===== src/rtl/gemm_pe_os.sv =====
// gemm_pe_os -- output-stationary GEMM processing element.
//
// Forwards A east and B south through one register stage each, unconditionally.
// Multiply-accumulates matching A/B beats into a private accumulator. On the
// final K beat of a tile, the finished dot product moves into a result register.
// The accumulator can then start the next tile while the result drains through
// a column-wide load/shift chain.
//
// Ports
//   clk, reset                   clock, async active-high reset
//   a_in/a_valid_in/a_last_in    west operand stream (last = final K element)
//   b_in/b_valid_in              north operand stream
//   a_out/a_valid_out/a_last_out registered copies to east neighbour
//   b_out/b_valid_out            registered copies to south neighbour
//   drain_load, drain_shift      column-wide drain controls (load wins)
//   c_in/c_valid_in              drain word from north neighbour
//   c_out/c_valid_out            drain register
//   res_valid                    result register holds an unloaded result
//   ovf, err                     sticky flags, cleared by err_clr
module gemm_pe_os #(
  parameter int DATA_WIDTH = 8,
  parameter int ACC_WIDTH  = 32,
  parameter bit SATURATE   = 1'b1
) (
  input  logic                  clk,
  input  logic                  reset,
  input  logic [DATA_WIDTH-1:0] a_in,
  input  logic                  a_valid_in,
  input  logic                  a_last_in,
  input  logic [DATA_WIDTH-1:0] b_in,
  input  logic                  b_valid_in,
  output logic [DATA_WIDTH-1:0] a_out,
  output logic                  a_valid_out,
  output logic                  a_last_out,
  output logic [DATA_WIDTH-1:0] b_out,
  output logic                  b_valid_out,
  input  logic                  drain_load,
  input  logic                  drain_shift,
  input  logic [ACC_WIDTH-1:0]  c_in,
  input  logic                  c_valid_in,
  output logic [ACC_WIDTH-1:0]  c_out,
  output logic                  c_valid_out,
  output logic                  res_valid,
  output logic                  ovf,
  output logic                  err,
  input  logic                  err_clr
);

  localparam int PW = 2 * DATA_WIDTH;
  localparam logic [ACC_WIDTH-1:0] ACC_MAX = {1'b0, {(ACC_WIDTH-1){1'b1}}};
  localparam logic [ACC_WIDTH-1:0] ACC_MIN = {1'b1, {(ACC_WIDTH-1){1'b0}}};

  typedef enum logic {IDLE, ACC} state_t;

  state_t                 state_q;
  logic [ACC_WIDTH-1:0]   acc_q, res_q, c_q;
  logic                   res_valid_q, c_valid_q, ovf_q, err_q;
  logic [DATA_WIDTH-1:0]  a_q, b_q;
  logic                   a_valid_q, a_last_q, b_valid_q;

  logic                   mac, mism, last, overrun, res_wr;
  logic                   sum_ovf, ovf_set, err_set;
  logic signed [PW-1:0]   a_ext, b_ext, prod_full;
  logic [ACC_WIDTH-1:0]   prod, sum, acc_d;

  assign mac  = a_valid_in && b_valid_in;
  assign mism = a_valid_in ^ b_valid_in;
  assign last = mac && a_last_in;

  // Operands are widened before the multiply so the full signed product fits.
  assign a_ext     = PW'($signed(a_in));
  assign b_ext     = PW'($signed(b_in));
  assign prod_full = a_ext * b_ext;
  assign prod      = ACC_WIDTH'(prod_full);

  assign sum     = acc_q + prod;
  // Signed overflow: same-sign addends, result sign differs.
  assign sum_ovf = (acc_q[ACC_WIDTH-1] == prod[ACC_WIDTH-1]) &&
                   (sum[ACC_WIDTH-1] != acc_q[ACC_WIDTH-1]);

  // First beat of a tile loads the product; later beats add (with clamp/wrap).
  always_comb begin
    acc_d   = prod;
    ovf_set = 1'b0;
    if (state_q == ACC) begin
      acc_d = sum;
      if (sum_ovf) begin
        ovf_set = mac;
        if (SATURATE) acc_d = acc_q[ACC_WIDTH-1] ? ACC_MIN : ACC_MAX;
      end
    end
  end

  // A pending result that is being loaded this cycle frees the slot, so a
  // simultaneous last beat is not an overrun.
  assign overrun = last && res_valid_q && !drain_load;
  assign res_wr  = last && !overrun;
  assign err_set = mism || overrun;

  always_ff @(posedge clk or posedge reset) begin
    if (reset) begin
      state_q     <= IDLE;
      acc_q       <= '0;
      res_q       <= '0;
      res_valid_q <= 1'b0;
      c_q         <= '0;
      c_valid_q   <= 1'b0;
      ovf_q       <= 1'b0;
      err_q       <= 1'b0;
      a_q         <= '0;
      a_valid_q   <= 1'b0;
      a_last_q    <= 1'b0;
      b_q         <= '0;
      b_valid_q   <= 1'b0;
    end else begin
      a_q       <= a_in;
      a_valid_q <= a_valid_in;
      a_last_q  <= a_last_in;
      b_q       <= b_in;
      b_valid_q <= b_valid_in;

      if (mac) begin
        acc_q   <= acc_d;
        state_q <= a_last_in ? IDLE : ACC;
      end

      if (res_wr) res_q <= acc_d;

      if (drain_load) begin
        c_q       <= res_q;
        c_valid_q <= res_valid_q;
      end else if (drain_shift) begin
        c_q       <= c_in;
        c_valid_q <= c_valid_in;
      end

      if (res_wr)          res_valid_q <= 1'b1;
      else if (drain_load) res_valid_q <= 1'b0;

      // Set events win over a same-cycle clear.
      ovf_q <= ovf_set | (ovf_q & ~err_clr);
      err_q <= err_set | (err_q & ~err_clr);
    end
  end

  assign a_out       = a_q;
  assign a_valid_out = a_valid_q;
  assign a_last_out  = a_last_q;
  assign b_out       = b_q;
  assign b_valid_out = b_valid_q;
  assign c_out       = c_q;
  assign c_valid_out = c_valid_q;
  assign res_valid   = res_valid_q;
  assign ovf         = ovf_q;
  assign err         = err_q;

endmodule


===== config.mk =====
export PLATFORM = sky130hd
export DESIGN_NAME = gemm_pe_os
export DESIGN_NICKNAME = d
export VERILOG_FILES = /design/src/rtl/gemm_pe_os.sv
export SDC_FILE = /design/constraint.sdc
export NUM_CORES = 1
export LEC_CHECK = 0
export CAP_MARGIN = 30
export CELL_PAD_IN_SITES_DETAIL_PLACEMENT = 0
export CELL_PAD_IN_SITES_GLOBAL_PLACEMENT = 1
export CORE_AREA = 2 2 186 188
export DETAILED_ROUTE_END_ITERATION = 7
export DIE_AREA = 0 0 188 190
export DONT_BUFFER_PORTS = 1
export PLACE_DENSITY_LB_ADDON = 0.1
export SLEW_MARGIN = 10
export SYNTH_ARGS = -nofsm -noshare
export SYNTH_HDL_FRONTEND = slang
export SYNTH_SLANG_ARGS = --single-unit

===== constraint.sdc =====
create_clock -name clk -period 4.3 [get_ports clk]
set_clock_uncertainty 0.15 [all_clocks]
set_input_delay 1.29 -clock clk [delete_from_list [all_inputs] [get_ports clk]]
set_output_delay 1.29 -clock clk [all_outputs]
set_load 0.02 [all_outputs]

==> metrics.txt, run 1 <==
status finished, violations left; failing checks setup timing; ranking of synthesized cells by area dfrtp_1 (32%), fa_1 (12%), ha_1 (8.2%); CP startpoint kind input port; CP required 4.47 ns; Die Ht 190 um; Final Hold Viols 0; core area 0.0339 sq mm; most common cell after layout, fill and taps aside buf_4; drt via density 4.74; total vias in the final route 7929; overall routed net length 29300 um; yosys warns 0; all-layer global routing usage 16.9%; Worst Max-Slew Pin Slew 0.942 ns; DRT iter0 DRCs 387; number of CTS-inserted buffers 17; Final Setup Violations 65; H-tree depth 4; Mapped Nets 1181; chip width 188 um; largest net degree at the start of global routing 121; router iterations before antenna repair 4; most frequent cells in the layout buf_4 (195), dfrtp_1 (120), nand2_1 (89); die area 0.0357 sq mm; Worst-path clk slew 0.06 ns; TritonCTS clock tree yes; Initial Util 27.6%; first-pass GRT wire length 47200 um; period utilization 162%; Post-DRT Antenna Nets 0; worst reg2reg path startpoint acc_q[0]$_DFFE_PP0P_; Synth async-reset ratio 100%; Worst Path Max Fanout 9; Wirelength per Cell 17.5 um; I/O pins 112; Worst-Skew Late Latency 0.44 ns; CP endpoint kind flop; Period minus WS final 6.96 ns; Num Clock Sinks 120; Cell Area, Synth 0.00936 sq mm; Hold Crit Start res_q[18]$_DFFE_PP0P_; initial antenna violation count 0; nets 1381; crit path launch a_in[7]; Clock Tree Root clkbuf_16; Multi-input gate area 0.00687 sq mm; Max Cap Viol 0; register area 0.00300 sq mm; Rel. slew slack 37.1%; area grow syn2layout 41.8%; cell taking the most area after synthesis dfrtp_1; CTS Buffer Depth 2; drc violations 0; GP Congestion 0.774; Synth cell types 73; kind of critical path input port to flop; Inserted Diodes 0; dominant synthesized flop cell dfrtp_1; EDFF count, synth 0; vias in the first global route 8442; Synth Instances 1007; row count 68; FMAX 144 MHz; Avg Inst Size Synth 9.30 sq um; Seq/Total Area, Yosys 32.1%; ratio of cells with drive above 1 in the final layout 36.5%; final slew viol count 0; final worst setup slack -2.66 ns; Worst EP arrival 7.13 ns; # fillers 3424; grt ovf 0; Detail Placement HPWL 22000 um; minimum hold slack 0.332 ns; RSZ-0062 raised after global routing true; #FFs+latches synth 120; HP Class flop to flop; port bufs 0; Synth top area share 32.1%; dpl ws -3.47 ns
## final cells by class
| type | instances | area share (%) |
|---|---|---|
| repair inverters | 1 | 0.0660 |
| well taps | 455 | 4.29 |
| inverters | 101 | 3.02 |
| multi-input cells | 746 | 51.7 |
| repair buffers | 220 | 13.7 |
| clock inverters | 11 | 1.30 |
| flip-flops and latches | 120 | 22.6 |
| clock buffers | 19 | 3.34 |
## layer usage
metal,vias to the layer above,part of all wire (%),global-route usage (%)
li1,3903,-,-
met4,0,0.85,3.85
met1,3892,52,24.6
met5,-,0,0
met2,118,44,26.0
met3,16,2.9,3.06
## critical path, cell delays in order
cell and delay (ns):
and2_4 0.15, buf_6 0.11, ha_4 0.28, inv_6 0.05
fa_1 0.49, inv_2 0.04, fa_1 0.54, inv_2 0.04
fa_1 0.51, inv_2 0.05, ha_4 0.23, o21a_1 0.17
o21a_1 0.19, and4bb_2 0.27, o21a_1 0.21, or2_4 0.30
inv_6 0.10, ha_4 0.22, a21oi_4 0.17, o21ai_2 0.08
or2_1 0.26, or3_4 0.37, o21a_4 0.26, o211a_1 0.20
a221o_1 0.28, mux2_2 0.26
## what timing repair did
action	CTS	global route
hold buffers	0	0
setup buffers	15	14
endpoints found under the setup margin	65	65
resized for setup	104	94
cloned	1	2
pin swaps	50	39
## through the flow
step | instances | cell area [sq um] | TNS [ns] | utilization, %
CTS | 1657 | 12700 | -162.81 | 37.4
global placement | 1612 | 11500 | -208.29 | 33.7
global route | 1673 | 13300 | -179.43 | 39.1
floorplan | 1007 | 9620 | -192.21 | -
detailed placement | 1612 | 11500 | -212.42 | 33.7
finish | 1673 | 13300 | -166.97 | 39.1
## cell usage after synthesis (18+ instances only)
| master | n |
|---|---|
| dfrtp_1 | 120 |
| inv_1 | 99 |
| nand2_1 | 98 |
| o21ai_0 | 97 |
| a21oi_1 | 69 |
| ha_1 | 61 |
| fa_1 | 56 |
| and2_1 | 46 |
| nor2_1 | 36 |
| mux2i_1 | 33 |
| clkbuf_1 | 31 |
| xnor2_1 | 24 |
| nand3_1 | 18 |
## worst paths after layout
kind                                    endpoint  slack, ns  depth (start not counted)
max in group asynchronous  acc_q[17]$_DFFE_PP0P_       2.69                          2
setup reg to reg           acc_q[20]$_DFFE_PP0P_       1.03                         13
setup / recovery            acc_q[9]$_DFFE_PP0P_      -2.66                         26
hold reg to reg            c_out[18]$_DFFE_PP0P_       0.33                          2
hold / removal             c_out[18]$_DFFE_PP0P_       0.33                          2
min in group asynchronous   res_q[0]$_DFFE_PP0P_       0.75                          2
## logic make-up after synthesis
group	synth area share, %
AOI/OAI and AO/OA	20.4
DFF	32.1
and+or+nand+nor	13.4
muxes	5.21
buffers and inverters	5.88
adders and majority gates	20.1
xor gates and xnor gates	2.99
## state kept, by name, summed over array words and instances, names as in the netlist, 8 cells and up
register and count:
acc_q 32, a_out 8, res_q 32, c_out 32, b_out 8
Power of run 1 is not shown: default switching activity piles up to over one toggle a cycle in this logic, so the estimate is an artifact.
==> run 2: changes to the inputs <==
--- a/config.mk
+++ b/config.mk
@@ -12,7 +12,7 @@
 export DETAILED_ROUTE_END_ITERATION = 7
 export DIE_AREA = 0 0 188 190
 export DONT_BUFFER_PORTS = 1
-export PLACE_DENSITY_LB_ADDON = 0.1
+export PLACE_DENSITY_LB_ADDON = 0.15
 export SLEW_MARGIN = 10
 export SYNTH_ARGS = -nofsm -noshare
 export SYNTH_HDL_FRONTEND = slang
==> run 2 against run 1 <==
Net effect: setup slack better by 0.0033 ns; sequential share of layout area rose by 0.26 points; the run still ends with setup timing left; die area unchanged; global-route usage shrank 0.31 points; maximum frequency about the same; via count is 0.14% lower.
==> metrics.txt, run 2 (same netlist as run 1, synthesis figures left out) <==
status finished, violations left (unchanged); failing checks setup timing (unchanged); all-layer global routing usage 16.6% (was 16.9%); Hold Path End res_q[28]$_DFFE_PP0P_ (was c_out[18]$_DFFE_PP0P_); nets 1384 (was 1381); overall routed net length 28200 um (was 29300 um); Final Hold Viols 0 (unchanged); Detail Placement HPWL 21800 um (was 22000 um); CP startpoint kind input port (unchanged); hold buffers post-CTS 0 (unchanged); Worst EP arrival 7.09 ns (was 7.13 ns); Clock Tree Root clkbuf_16 (unchanged); Hold Path Stages 2 (unchanged); Period minus WS final 6.96 ns (about the same); Buf+Inv Stages, Crit Path 5 (was 6); Top delay family on crit path adder cells (unchanged); HP Class flop to flop (unchanged); Worst Path Max Fanout 10 (was 9); CP endpoint kind flop (unchanged); minimum hold slack 0.334 ns (was 0.332 ns); largest net degree at the start of global routing 80 (was 121); port bufs 0 (unchanged); period utilization 162% (about the same); final slew viol count 0 (unchanged); CTS Buffer Depth 2 (unchanged); dpl cell area 0.0115 sq mm (about the same); number of CTS-inserted buffers 17 (unchanged); flop-to-flop setup slack 1.05 ns (was 1.03 ns); Wirelength per Cell 16.8 um (was 17.5 um); GP Congestion 0.780 (was 0.774); I/O pins 112 (unchanged); total vias in the final route 7918 (was 7929); row count 68 (unchanged); reg2reg end res_q[20]$_DFFE_PP0P_ (was acc_q[20]$_DFFE_PP0P_); Worst-path clk slew 0.06 ns (about the same); router iterations before antenna repair 5 (was 4); Worst-Skew Late Latency 0.43 ns (was 0.44 ns); kind of critical path input port to flop (unchanged); first-pass GRT wire length 46700 um (was 47200 um); CP max stage cell fa_1 (unchanged); Inserted Diodes 0 (unchanged); initial antenna violation count 0 (unchanged); Final Setup Violations 65 (unchanged); Initial Util 27.6% (unchanged); area grow syn2layout 40.2% (was 41.8%); Reg2Reg Depth 13 (unchanged); Post-DRT Antenna Nets 0 (unchanged); largest stage delay on the critical path 0.58 ns (was 0.54 ns); vias in the first global route 8383 (was 8442); RSZ-0062 raised after global routing true (unchanged); die area 0.0357 sq mm (unchanged); CP required 4.43 ns (was 4.47 ns); TritonCTS clock tree yes (unchanged); Worst Max-Slew Pin Slew 0.790 ns (was 0.942 ns); chip width 188 um (unchanged); worst reg2reg path startpoint acc_q[0]$_DFFE_PP0P_ (unchanged); Hold Crit Start res_q[28]$_DFFE_PP0P_ (was res_q[18]$_DFFE_PP0P_); Max Cap Viol 0 (unchanged); core area 0.0339 sq mm (unchanged); drt via density 4.72 (was 4.74); fin area 0.0131 sq mm (was 0.0133 sq mm); Num Clock Sinks 120 (unchanged); drc violations 0 (unchanged); ratio of cells with drive above 1 in the final layout 35.7% (was 36.5%); final worst setup slack -2.66 ns (about the same); DRT iter0 DRCs 316 (was 387); most frequent CP cell fa_1; most common cell after layout, fill and taps aside buf_4 (unchanged); FMAX 144 MHz (about the same); Die Ht 190 um (unchanged); most frequent cells in the layout buf_4 (202), dfrtp_1 (120), nand2_1 (88) (was buf_4 (195), dfrtp_1 (120), nand2_1 (89)); Rel. slew slack 47.3% (was 37.1%); dpl ws -3.48 ns (was -3.47 ns); grt ovf 0 (unchanged); H-tree depth 4 (unchanged)
[run 2: changes by cell type in the layout (fill, tap and decap cells not counted), sizes merged]
| cell | before | now |
|---|---|---|
| clkinv | 5 | 2 |
| inv | 102 | 105 |
| clkinvlp | 2 | 5 |
| bufinv | 4 | 1 |
| buf | 218 | 223 |
[run 2: worst reg2reg max path, stage by stage, from the launching register on]
cell      delay, ns
dfrtp_1        0.39
ha_1           0.24
fa_1           0.40
a211oi_1       0.29
buf_4          0.17
o211ai_1       0.15
nand3_2        0.17
buf_4          0.12
nand2_1        0.08
a311oi_1       0.32
xor2_1         0.18
buf_4          0.15
o21ai_2        0.06
mux2_4         0.26
[run 2: worst max path at each step]
stage / start / end / slack [ns] / depth (start not counted)
finish: b_in[7] / acc_q[13]$_DFFE_PP0P_ / -2.66 / 25
global route: b_in[0] / acc_q[13]$_DFFE_PP0P_ / -2.87 / 28
CTS: b_in[3] / acc_q[9]$_DFFE_PP0P_ / -2.63 / 23
detailed placement: a_in[6] / res_q[27]$_DFFE_PP0P_ / -3.48 / 26
global placement: a_in[6] / res_q[27]$_DFFE_PP0P_ / -3.37 / 28
floorplan: a_in[6] / acc_q[9]$_DFFE_PP0P_ / -3.13 / 27
[run 2: metal layers]
layer  share of wire [%]  vias up  track usage [%]
li1                    -     3904                -
met1                  51     3871             24.0
met2                  45      130             26.0
met3                 3.2       13             2.80
met4                0.78        0             3.36
met5                   0        -                0
[run 2: cell type report]
| class | count | area [sq um] |
|---|---|---|
| well taps | 455 | 569 |
| clock inverters | 11 | 109 |
| inverters | 101 | 400 |
| fillers | 3428 | 20800 |
| multi-input cells | 746 | 6720 |
| clock buffers | 21 | 480 |
| flip-flops and latches | 120 | 3000 |
| repair inverters | 1 | 8.76 |
| repair buffers | 223 | 1840 |
[run 2: repair_timing]
action                                  in CTS  in global routing
buffers inserted                            21                 12
cloned                                       3                  0
endpoints found under the setup margin      65                 65
resized for setup                           94                 87
pin swaps                                   36                 46
[run 2: metrics by stage]
step | TNS, ns | instances | utilization (%)
detailed placement | -210.69 | 1611 | 33.8
floorplan | -192.21 | 1007 | -
global placement | -208.55 | 1611 | 33.8
CTS | -164.84 | 1666 | 37.4
finish | -165.82 | 1678 | 38.7
global route | -179.82 | 1678 | 38.7
Power of run 2 is left out for the same reason.
